[config.mk]
export PLATFORM = sky130hd
export DESIGN_NAME = boot_loader
export DESIGN_NICKNAME = d
export VERILOG_FILES = /design/src/rtl/boot_pkg.sv /design/src/rtl/boot_loader.sv
export SDC_FILE = /design/constraint.sdc
export NUM_CORES = 1
export LEC_CHECK = 0
export BUFFER_PORTS_ARGS = -buffer_cell sky130_fd_sc_hd__buf_2
export CAP_MARGIN = 20
export CORE_AREA = 2 2 129 131
export DETAILED_ROUTE_END_ITERATION = 7
export DIE_AREA = 0 0 131 133
export PLACE_DENSITY = 0.42
export SYNTH_ARGS = -nofsm -noshare
export SYNTH_HDL_FRONTEND = slang
export SYNTH_SLANG_ARGS = --single-unit
[constraint.sdc]
create_clock -name clk -period 3.85 [get_ports clk]
set_clock_uncertainty 0.1 [all_clocks]
set_input_delay 0.385 -clock clk [delete_from_list [all_inputs] [get_ports clk]]
set_output_delay 0.385 -clock clk [all_outputs]
set_load 0.02 [all_outputs]
[src/rtl/boot_pkg.sv]
// Shared types and constants for the program-image boot loader.
package boot_pkg;

    typedef enum logic [2:0] {
        LEN0,
        LEN1,
        DATA,
        HOLD,
        RUN,
        ERR
    } boot_state_e;

    localparam int BYTES_PER_WORD = 4;

endpackage

[src/rtl/boot_loader.sv]
// Boot loader: receives a length-prefixed byte image, packs little-endian
// words into instruction memory, then releases the core from reset.
module boot_loader
    import boot_pkg::*;
#(
    parameter int ADDR_W   = 8,
    parameter int RST_HOLD = 4
) (
    input  logic              clk,
    input  logic              rst,
    input  logic              in_valid,
    input  logic [7:0]        in_data,
    output logic              in_ready,
    output logic              imem_we,
    output logic [ADDR_W-1:0] imem_addr,
    output logic [31:0]       imem_wdata,
    output logic              core_rst,
    output logic              done,
    output logic              err
);

    localparam int IDX_W  = ADDR_W + 1;
    localparam int CNT_W  = $clog2(BYTES_PER_WORD);
    localparam int HOLD_W = $clog2(RST_HOLD + 1);
    localparam logic [16:0] CAPACITY = 17'(1) << ADDR_W;

    boot_state_e       state_q, state_d;
    logic [15:0]       len_q, len_d;
    logic [CNT_W-1:0]  cnt_q, cnt_d;
    logic [31:0]       word_q, word_d;
    logic [IDX_W-1:0]  idx_q, idx_d;
    logic [HOLD_W-1:0] hold_cnt_q, hold_cnt_d;
    logic              in_ready_q, in_ready_d;
    logic              imem_we_q, imem_we_d;
    logic [ADDR_W-1:0] imem_addr_q, imem_addr_d;
    logic [31:0]       imem_wdata_q, imem_wdata_d;
    logic              core_rst_q, core_rst_d;
    logic              done_q, done_d;
    logic              err_q, err_d;
    logic              accept;
    logic [15:0]       len_full;

    assign accept     = in_valid & in_ready_q;
    assign len_full   = {in_data, len_q[7:0]};

    assign in_ready   = in_ready_q;
    assign imem_we    = imem_we_q;
    assign imem_addr  = imem_addr_q;
    assign imem_wdata = imem_wdata_q;
    assign core_rst   = core_rst_q;
    assign done       = done_q;
    assign err        = err_q;

    // Next-state logic: length header, byte packing, reset hold, terminal states.
    always_comb begin
        state_d      = state_q;
        len_d        = len_q;
        cnt_d        = cnt_q;
        word_d       = word_q;
        idx_d        = idx_q;
        hold_cnt_d   = hold_cnt_q;
        imem_we_d    = 1'b0;
        imem_addr_d  = imem_addr_q;
        imem_wdata_d = imem_wdata_q;
        core_rst_d   = core_rst_q;
        done_d       = done_q;
        err_d        = err_q;

        case (state_q)
            LEN0: begin
                if (accept) begin
                    len_d[7:0] = in_data;
                    state_d    = LEN1;
                end
            end
            LEN1: begin
                if (accept) begin
                    len_d[15:8] = in_data;
                    hold_cnt_d  = '0;
                    if (len_full == 16'd0) begin
                        state_d = HOLD;
                    end else if ({1'b0, len_full} > CAPACITY) begin
                        state_d = ERR;
                        err_d   = 1'b1;
                    end else begin
                        state_d = DATA;
                    end
                end
            end
            DATA: begin
                if (accept) begin
                    word_d[8*cnt_q +: 8] = in_data;
                    cnt_d = cnt_q + CNT_W'(1);
                    if (cnt_q == CNT_W'(BYTES_PER_WORD - 1)) begin
                        imem_we_d    = 1'b1;
                        imem_addr_d  = idx_q[ADDR_W-1:0];
                        imem_wdata_d = word_d;
                        idx_d        = idx_q + IDX_W'(1);
                        if (17'(idx_q) + 17'd1 == {1'b0, len_q}) begin
                            state_d    = HOLD;
                            hold_cnt_d = '0;
                        end
                    end
                end
            end
            HOLD: begin
                if (hold_cnt_q == HOLD_W'(RST_HOLD - 1)) begin
                    state_d    = RUN;
                    core_rst_d = 1'b0;
                    done_d     = 1'b1;
                end else begin
                    hold_cnt_d = hold_cnt_q + HOLD_W'(1);
                end
            end
            RUN: begin
                core_rst_d = 1'b0;
                done_d     = 1'b1;
            end
            ERR: begin
                core_rst_d = 1'b1;
                err_d      = 1'b1;
            end
            default: begin
                state_d = LEN0;
            end
        endcase

        in_ready_d = (state_d == LEN0) || (state_d == LEN1) || (state_d == DATA);
    end

    // State and output registers; reset discards any partial word and counters.
    always_ff @(posedge clk or posedge rst) begin
        if (rst) begin
            state_q      <= LEN0;
            len_q        <= '0;
            cnt_q        <= '0;
            word_q       <= '0;
            idx_q        <= '0;
            hold_cnt_q   <= '0;
            in_ready_q   <= 1'b0;
            imem_we_q    <= 1'b0;
            imem_addr_q  <= '0;
            imem_wdata_q <= '0;
            core_rst_q   <= 1'b1;
            done_q       <= 1'b0;
            err_q        <= 1'b0;
        end else begin
            state_q      <= state_d;
            len_q        <= len_d;
            cnt_q        <= cnt_d;
            word_q       <= word_d;
            idx_q        <= idx_d;
            hold_cnt_q   <= hold_cnt_d;
            in_ready_q   <= in_ready_d;
            imem_we_q    <= imem_we_d;
            imem_addr_q  <= imem_addr_d;
            imem_wdata_q <= imem_wdata_d;
            core_rst_q   <= core_rst_d;
            done_q       <= done_d;
            err_q        <= err_d;
        end
    end

endmodule

# Word-level counts from Yosys, hierarchy flattened
# Index checks and enable logic that the tools add are counted.
word_totals:
  ff_bits: 110
  latch_bits: 0
  ram_bits: 0
  rom_bits: 0
  input_bits: 11
  out_inout_bits: 45
  word_cells: 86
  n_memories: 0
classes:
  add_sub_neg: 5
  multipliers: 0
  n_div: 0
  order_cmp: 1
  eq_ne: 18
  shift: 2
  n_mux: 27
  n_bitwise: 1
  reduce_logical: 18
op_table:
  columns: ["cell", "count"]
  rows:
  - ["$mux 3", 13]
  - ["$neg 5->34", 1]
  - ["$shift 8x34->32 const A", 1]
  - ["$shiftx 8x34->32", 1]
  - ["$bwmux 32", 1]
  - ["$eq 10x16->1", 1]
  - ["$gt 16x9->1 const B", 1]
  - ["$logic_not 16->1", 1]
  - ["$ne 2x2->1 const B", 8]
  - ["$pmux 3 s5", 1]
  - ["$eq 3x2->1 const B", 4]
  - ["$add 9x1->10 const B", 1]
  - ["$reduce_and 2->1", 5]
  - ["$add 9x1->9 const B", 1]
  - ["$pmux 3 s3", 1]
  - ["$mux 1", 8]
  - ["$eq 3x1->1 const B", 2]
  - ["$eq 3x3->1 const B", 2]
  - ["$logic_not 3->1", 2]
  - ["$reduce_and 6->1", 1]
  - ["$reduce_bool 3->1", 2]
  - ["$pmux 1 s2", 2]
  - ["$reduce_and 4->1", 1]
  - ["$reduce_bool 2->1", 2]
  - ["8 further kinds", 9]

# Longest topological paths before layout
# Gate-level depths: netlist of the first run.
depth:
  ltp_word: 9
  ltp_mapped: 8
  depth_no_buf: 8

# Least setup slack after synthesis of the first run
# Ideal clock, no wire load.
synth_path:
  path_type: "reg2reg"
  from: "register idx_q[0]"
  to: "register hold_cnt_q[0]"
  setup_time_ps: 125
  arrival_ps: 2034
  required_ps: 3625
  path_slack_ps: 1591
  stages_incl_launch_ff: 8
  n_path_buf: 0
  period_less_slack_ps: 2259
  cell_sequence: "dfrtp_1 ha_1 xnor2_1 nand2_1 or4_1 a211oi_2 a41oi_1 mux2_4"
synth_between:
  elab_chain_len: 4
synth_lines:
  columns: ["element", "line", "source"]
  rows:
  - ["start, declared", "boot_loader.sv:31", "logic [IDX_W-1:0] idx_q, idx_d;"]
  - ["start signal, assigned", "boot_loader.sv:152", "idx_q <= idx_d;"]
  - ["$add 9x1->10", "boot_loader.sv:99", "if (17'(idx_q) + 17'd1 == {1'b0, len_q}) begin"]
  - ["$eq 10x16->1", "boot_loader.sv:99", null]
  - ["$ne 2x2->1 (no line)", null, null]
  - ["$reduce_and 6->1 (no line)", null, null]
  - ["end signal, assigned", "boot_loader.sv:153", "hold_cnt_q <= hold_cnt_d;"]
  - ["end, declared", "boot_loader.sv:32", "logic [HOLD_W-1:0] hold_cnt_q, hold_cnt_d;"]
# No other way between the ends.
# A chain may end at the register's enable or synchronous reset.

# Worst setup path in the final report of the first run
# Same ends and word-level chain as after synthesis.

==> results of run 1 <==
[layout make-up]
class / count / area [sq um]
clock buffer: 12 / 256
clock inverter: 4 / 70.1
fill: 1717 / 10600
inverter: 9 / 36.3
multi-input combinational: 310 / 2040
sequential: 102 / 2550
tap: 220 / 275
timing repair buffer: 61 / 320
[worst max-delay path, delay by kind of cell, from the launching register on]
family / cells / cell delay (ns)
compound gates: 2 / 0.45
fa+ha+maj: 1 / 0.41
flops: 1 / 0.44
mux: 1 / 0.31
simple gates: 2 / 0.66
[flip-flops by register name, summed over array words and instances (netlist names)]
signal      flops
cnt_q           2
core_rst        1
done            1
err             1
hold_cnt_q      3
idx_q           9
imem_addr       8
imem_wdata     32
imem_we         1
in_ready        1
len_q          16
state_q         3
word_q         24
[through the flow]
step | power, mW | cell area, sq um | setup WS [ns]
after floorplan | 1.44 | 4750 | 0.691
after global placement | 1.52 | 5230 | 1.43
after detailed placement | 1.53 | 5230 | 1.38
after CTS | 2.56 | 5560 | 1.37
after global routing | 2.64 | 5560 | 1.13
final | 2.52 | 5560 | 1.37
[synthesized netlist by cell type, types with 3 or more instances]
cell        n  area, sq um
nand2_1    59          221
nand3_1     6         30.0
xor2_1      8         70.1
a21oi_1    30          150
ha_1        8          100
or3_1       3         18.8
clkbuf_1   22         82.6
nor2b_1    25          156
nor3_1      7         35.0
mux2_2     24          270
xnor2_1     9         78.8
and2_1      4         25.0
dfrtp_1   101         2530
a31oi_1     5         31.3
o21bai_1    3         22.5
buf_2       8         40.0
nor2_1      9         33.8
inv_1       8         30.0
o21ai_0    37          185
nand4_1     6         37.5
nand2b_1    7         43.8
a22o_1     25          219
[layer usage]
metal  share of wire, %  up-vias  wire, microns
met5                  0        -              0
met4                1.3        0            155
met3                3.4       12            418
met2                 49       67           6060
met1                 47     1799           5770
li1                   -     1671              -
[cell families (layout without fill, tap and decap cells)]
logic type	Yosys count	in the layout	share of synthesized area, %
AO/OA/AOI/OAI	119	119	16.3
adder cells (fa/ha/maj)	8	8	2.11
multiplexers	25	25	6.00
AND/OR/NAND/NOR	141	141	15.4
flip-flops	102	102	53.7
buffers and inverters	39	86	3.29
XOR/XNOR	17	17	3.13
[path summary, 6_finish.rpt]
kind	from	end	cells after the start
setup / recovery	idx_q[0]	hold_cnt_q[0]	6
hold / removal	rst	imem_wdata[22]	2
setup reg to reg	idx_q[0]	hold_cnt_q[0]	6
hold reg to reg	done	done	1
max in group asynchronous	rst	word_q[2]	3
min in group clk	in_valid	err	3
[where the power goes]
part           switching, mW  total [mW]  internal [mW]
Clock                  0.412        1.02          0.604
Sequential            0.0846        1.24           1.15
Combinational          0.143       0.267          0.124
==> impl_metrics.json, run 1 <==
{
  "power_leakage_nw": 2.61,
  "wl_mm": 12.4,
  "die_y_microns": 133,
  "cp-end-kind": "register",
  "dieArea_sq_um": 17400,
  "vias_per_cell": 4.94,
  "slowest_delay_ns": 0.44,
  "syn-instance-count": 451,
  "fin_cells": 718,
  "setup_viol_count_final": 0,
  "synth_nets": 470,
  "detail_route.iter0.violations": 235,
  "grt.busiest_layer": "met2",
  "met3_usage_pct": 2.91,
  "cts_buffers": 9,
  "finalNetCount": 512,
  "status": "finished clean",
  "finalCritPeriodShare_pct": 64.5,
  "critical_path.slowest_cell": "dfrtp_1",
  "mostFrequentLayoutCell": "dfrtp_1",
  "place_hpwl_mm": 8.20,
  "start_util_pct": 29.4,
  "ant_nets": 0,
  "vias": 3549,
  "reg2reg_setup_slack_ns": 1.37,
  "wl_per_cell_microns": 17.3,
  "p_per_area_nw_per_um2": 454,
  "track_usage_pct": 15.0,
  "ys_seq_elements": 102,
  "ir_drop_mv": 0.200,
  "clkLatencyLatePin_ns": 0.35,
  "syn_area_per_cell_sq_um": 10.5,
  "cts_resized": 0,
  "max_freq_mhz": 403,
  "grt_pass1_wl_mm": 20.0,
  "yosysSeqAreaShare_pct": 53.7,
  "synth_edf_count": 0,
  "diodes": 0,
  "period_minus_slack_ns": 2.48,
  "finalMaxSlewViolations": 0,
  "cp_max_fo": 11,
  "core_sq_um": 16200,
  "grt_max_degree": 65,
  "drive_gt1_share_pct": 22.9,
  "mappedNetlistArea_sq_um": 4750,
  "timing.hold.ws_ns": 0.0470,
  "cts-root-buf": "clkbuf_16",
  "critical_path_class": "register to register",
  "ios": 56,
  "finalHoldViolations": 0,
  "post-route-util_pct": 34.4,
  "rsz0062_at_grt": "false",
  "setup_tns_ns": 0,
  "dpl.cell_count": 702,
  "final_cell_mix": "dfrtp_1, nand2_1, buf_2, o21ai_0, a21oi_1",
  "cts_tree": "done",
  "cts.sinks": 102,
  "grt_use_met1_pct": 20.9,
  "hp-class": "input pin to asynchronous set/reset pin",
  "async_reset_ff_share_pct": 100,
  "max_cap_violations": 0,
  "dominantRegCellSynth": "dfrtp_1",
  "gr-usage-met2_pct": 23.7,
  "start_kind": "register",
  "grt_pass1_vias": 3649,
  "crit_required_ns": 3.99,
  "tightest_slew_ns": 0.745,
  "place_congestion": 0.830,
  "grt_overflow": 0,
  "slew_headroom_pct": 50.3,
  "drc": 0,
  "numPortBuffers": 55,
  "path_cells": "ha_1, nand3_1, or3_1, a22oi_1, a41oi_1, mux2_4",
  "synth.distinct_cells": 53,
  "ctsHtreeMaxLevel": 3,
  "cts_max_path_buffers": 2,
  "ctsHoldBuffers": 0,
  "post-cts-setup-buffer-count": 0,
  "die_w_microns": 131,
  "clk_pin_slew_worst_paths_ns": 0.07,
  "syn_to_final_growth_pct": 16.9,
  "firstDrtPassIters": 5,
  "antenna_found_initial": 0,
  "rows": 47,
  "synth_warnings": 0,
  "crit_arrival_ns": 2.62
}
Note: power is estimated with default switching activity, not from simulation.
==> run 2: changes to the inputs <==
Settings changed: PLACE_DENSITY 0.42 to 0.44.
Clock period 3.85 ns to 2.1 ns, I/O delays scaled along.
==> run 2 against run 1 <==
Against the previous run:
- the run now ends with setup timing left
- setup slack got worse by 1.5 ns
- combinational power rose by 140%
- sequential power rose by 81%
- die area did not move
- cell count rose by 5.4%
- clock power rose by 77%
- non-clock buffer count rose by 39
==> impl_metrics.json, run 2 (synthesis results as in run 1) <==
{
  "status": "finished, violations left",
  "violations": "setup timing",
  "critical_path_class": "register to register",
  "power_leakage_nw": 2.79,
  "antenna_found_initial": 0,
  "finalNetCount": 551,
  "rows": 47,
  "cp-end-kind": "register",
  "post-route-util_pct": 36.9,
  "syn_to_final_growth_pct": 25.5,
  "cts-root-buf": "clkbuf_16",
  "vias": 3661,
  "grt_pass1_vias": 3815,
  "crit_arrival_ns": 2.33,
  "wl_per_cell_microns": 16.3,
  "cts.sinks": 102,
  "finalMaxSlewViolations": 0,
  "rsz0062_at_grt": "true",
  "place_congestion": 0.871,
  "grt_overflow": 0,
  "place_hpwl_mm": 8.66,
  "hp-class": "input pin to register",
  "reg2reg_setup_slack_ns": -0.10,
  "setup_viol_count_final": 2,
  "start_util_pct": 29.4,
  "detail_route.iter0.violations": 196,
  "largest_reg_flops": 32,
  "cts_max_path_buffers": 2,
  "fillers": 1658,
  "fin_ws_ns": -0.105,
  "grt_max_degree": 31,
  "period_minus_slack_ns": 2.20,
  "ir_drop_mv": 0.423,
  "die_w_microns": 131,
  "finalHoldViolations": 0,
  "max_freq_mhz": 454,
  "drc": 0,
  "p_per_area_nw_per_um2": 787,
  "slew_headroom_pct": 57.6,
  "ant_nets": 0,
  "firstDrtPassIters": 4,
  "crit_required_ns": 2.23,
  "final_cell_mix": "dfrtp_1, nand2_1, buf_2, buf_4, o21ai_0",
  "core_sq_um": 16200,
  "cts_buffers": 9,
  "ctsHtreeMaxLevel": 3,
  "tightest_slew_ns": 0.634,
  "clkLatencyLatePin_ns": 0.35,
  "max_cap_violations": 0,
  "multi_input_area_sq_um": 2120,
  "grt_pass1_wl_mm": 20.2,
  "ios": 56,
  "cp_max_fo": 3,
  "track_usage_pct": 14.9,
  "drive_gt1_share_pct": 30.7,
  "numPortBuffers": 55,
  "start_kind": "register",
  "vias_per_cell": 4.84,
  "clk_pin_slew_worst_paths_ns": 0.07,
  "cts_tree": "done",
  "wl_mm": 12.4,
  "die_y_microns": 133,
  "dieArea_sq_um": 17400,
  "mostFrequentLayoutCell": "dfrtp_1",
  "seqCellArea_sq_um": 2550,
  "setup_tns_ns": -0.142,
  "diodes": 0,
  "finalCritPeriodShare_pct": 105
}
[run 2: changes by cell type in the layout (fill, tap and decap cells not counted), moves of 2 or more]
cell and delta:
buf_12 +3, clkbuf_8 -2, and2_2 +2, ha_2 +2, ha_1 -3, clkinvlp_4 +2, buf_4 +35, and2_1 -2
[run 2: repair_timing]
action	in CTS	in global routing
hold buffers	1	0
setup endpoints to repair	3	34
pin swaps	6	3
gates resized for setup	1	10
buffers inserted	3	0
endpoints found under the hold margin	22	0
[run 2: power by group]
part / internal [mW] / switching, mW
clock: 1.05 / 0.759
sequential: 2.12 / 0.121
combinational: 0.312 / 0.336
[run 2: cell type report]
| class | instances | share of cell area, % |
|---|---|---|
| clock buffer | 11 | 3.90 |
| clock inverter | 5 | 1.39 |
| inverter | 9 | 0.693 |
| multi-input combinational | 310 | 35.6 |
| sequential | 102 | 42.9 |
| tap | 220 | 4.62 |
| timing repair buffer | 100 | 11.0 |
[run 2: worst paths after layout]
check                                from             end  depth (start not counted)
worst max register to register  len_q[14]   hold_cnt_q[0]                          6
worst min-delay path             in_valid             err                          3
max in group asynchronous             rst        core_rst                          4
worst min register to register       done            done                          1
worst max-delay path            len_q[14]   hold_cnt_q[0]                          6
min in group asynchronous             rst  imem_wdata[31]                          3
[run 2: per-layer routing]
metal / GRT usage, % / vias to the layer above / share of wire, %
li1: - / 1752 / -
met1: 20.3 / 1829 / 47
met2: 23.7 / 61 / 48
met3: 3.19 / 19 / 3.5
met4: 4.79 / 0 / 1.8
met5: 0 / - / 0
[run 2: critical path, cell delays in order, from the launching register on]
cell and delay, ns:
dfrtp_1 0.39, nor4_2 0.26, nand3_1 0.14, or4_4 0.57, a211oi_4 0.18, a41oi_2 0.16, mux2_4 0.29
[run 2: through the flow]
stage / worst slack, ns / hold WS, ns / area, sq um / power (mW) / std cells
detailed placement: -0.188 / 0.237 / 5560 / 2.88 / 737
finish: -0.105 / 0.122 / 5960 / 4.69 / 757
floorplan: -0.0449 / 0.313 / 4780 / 2.65 / 451
global route: -0.190 / 0.154 / 5960 / 4.93 / 757
CTS: -0.120 / 0.115 / 5920 / 4.73 / 757
global placement: -0.131 / 0.228 / 5560 / 2.86 / 737
==> run 3: changes to the inputs <==
Settings changed: GPL_ROUTABILITY_DRIVEN from default to 0, PLACE_DENSITY 0.44 to 0.42, RECOVER_POWER from default to 25.
Clock period 2.1 ns to 2.2 ns, I/O delays scaled along.
==> run 3 against run 2 <==
Against the previous run:
- the flow still finishes with violations (setup timing)
- combinational power decreased by 16%
- total power decreased by 8.8%
- final area decreased by 2.4%
- die area unchanged
- sequential power decreased by 4%
- critical path depth unchanged
- non-clock buffer count decreased by 5
- core utilization decreased by 0.87 points
- worst hold slack got worse by 0.0060 ns
- highest routed layer unchanged
==> impl_metrics.json, run 3 (synthesis results as in run 1) <==
{
  "die_y_microns": 133,
  "syn_to_final_growth_pct": 22.5,
  "rows": 47,
  "max_cap_violations": 0,
  "detail_route.iter0.violations": 171,
  "critical_path.slowest_cell": "or4_1",
  "internal-power_mw": 3.10,
  "seq_power_share_pct": 50.1,
  "tightest_slew_ns": 1.31,
  "finalMaxSlewViolations": 0,
  "hp-class": "input pin to register",
  "place_area_sq_um": 5510,
  "grt_pass1_wl_mm": 20.0,
  "antenna_found_initial": 0,
  "place_hpwl_mm": 8.35,
  "track_usage_pct": 14.9,
  "drive_gt1_share_pct": 28.9,
  "cts-root-buf": "clkbuf_16",
  "cts_tree": "done",
  "timing.hold.ws_ns": 0.116,
  "rsz0062_at_grt": "true",
  "p_per_area_nw_per_um2": 736,
  "cts_buffers": 9,
  "start_kind": "register",
  "fin_ws_ns": -0.0152,
  "die_w_microns": 131,
  "slowest_delay_ns": 0.55,
  "start_util_pct": 29.4,
  "mostFrequentLayoutCell": "dfrtp_1",
  "crit_arrival_ns": 2.35,
  "critical_path_class": "register to register",
  "clk_pin_slew_worst_paths_ns": 0.07,
  "cts.sinks": 102,
  "firstDrtPassIters": 4,
  "numPortBuffers": 55,
  "dieArea_sq_um": 17400,
  "wl_per_cell_microns": 16.1,
  "slew_headroom_pct": 12.5,
  "vias_per_cell": 4.86,
  "grt_max_degree": 103,
  "post-cts-setup-buffer-count": 0,
  "clkLatencyLatePin_ns": 0.35,
  "finalNetCount": 546,
  "violations": "setup timing",
  "postLayoutCellArea_sq_um": 5820,
  "p_comb_share_pct": 12.7,
  "power_leakage_nw": 2.75,
  "path_delay_family": "simple AND/OR/NAND/NOR gates",
  "wl_mm": 12.1,
  "ir_drop_mv": 0.386,
  "cp-end-kind": "register",
  "ant_nets": 0,
  "grt_overflow": 0,
  "drc": 0,
  "cts_max_path_buffers": 2,
  "finalHoldViolations": 0,
  "power_frac_clock_pct": 37.2,
  "grt_pass1_vias": 3702,
  "core_sq_um": 16200,
  "status": "finished, violations left",
  "path_cells": "nor4_2, nand3_1, or4_1, a211oi_2, a41oi_2, mux2_4",
  "vias": 3652,
  "final_cell_mix": "dfrtp_1, nand2_1, buf_2, buf_4, o21ai_0",
  "swShare_pct": 27.6,
  "max_freq_mhz": 451,
  "largest_reg_flops": 32,
  "cp_max_fo": 3,
  "ios": 56,
  "ctsHtreeMaxLevel": 3,
  "finalCritPeriodShare_pct": 101,
  "path_buf_inv": 0,
  "setup_viol_count_final": 1,
  "crit_required_ns": 2.34,
  "diodes": 0,
  "period_minus_slack_ns": 2.22,
  "power_switching_mw": 1.18
}
==> run 3: cell count changes in the layout (fill, tap and decap cells not counted), sizes merged <==
cell      previous run  this run
buf                 99        93
bufinv               2         0
clkinv               2         4
clkinvlp             2         1
inv                  8        10
==> run 3: area by class of cell <==
cell class,count,area [sq um]
repair buffers,95,577
multi-input cells,310,2080
clock inverters,6,55.1
flip-flops and latches,102,2550
clock buffers,10,239
well taps,220,275
inverters,9,37.5
fillers,1674,10300
==> run 3: worst min-delay path, delay by kind of cell <==
family | cells | cell delay, ns
AO/OA/AOI/OAI | 2 | 0.20
buffers and inverters | 1 | 0.11
==> run 3: routing by layer <==
metal / wire (microns) / up-vias / global-route usage, %
li1: - / 1747 / -
met1: 5670 / 1835 / 20.5
met2: 5930 / 54 / 23.5
met3: 323 / 16 / 2.43
met4: 212 / 0 / 5.20
met5: 0 / - / 0
==> run 3: power by group through the flow <==
stage / registers [mW] / clock network [mW] / logic [mW]
final: 2.15 / 1.59 / 0.544
after floorplan: 2.16 / 0 / 0.365
after CTS: 2.14 / 1.65 / 0.549
after detailed placement: 2.18 / 0 / 0.544
after global placement: 2.18 / 0 / 0.536
after global routing: 2.17 / 1.73 / 0.603
==> run 3: path summary, 6_finish.rpt <==
check	end	start	cells after the start	slack (ns)
setup / recovery	hold_cnt_q[0]	len_q[15]	6	-0.02
hold / removal	err	in_valid	3	0.12
setup reg to reg	hold_cnt_q[0]	len_q[15]	6	-0.02
hold reg to reg	done	done	1	0.37
max in group asynchronous	idx_q[0]	rst	4	0.33
min in group asynchronous	imem_wdata[26]	rst	4	0.79
==> run 3: what timing repair did <==
item,CTS,global route
resized for setup,1,3
endpoints found under the hold margin,101,0
endpoints found under the setup margin,2,9
hold buffers,1,0
pin swaps,3,2
==> run 3: metrics by stage <==
step	setup TNS (ns)	cells	power (mW)	util [%]	setup slack, ns
2_1_floorplan	0	451	2.52	-	0.0551
3_3_place_gp	-0.0249	735	2.71	34.1	-0.0249
3_5_place_dp	-0.0863	735	2.73	34.1	-0.0811
4_1_cts	-0.0272	752	4.35	36.0	-0.0272
5_1_grt	-0.249	752	4.50	36.0	-0.135
6_report	-0.0152	752	4.28	36.0	-0.0152
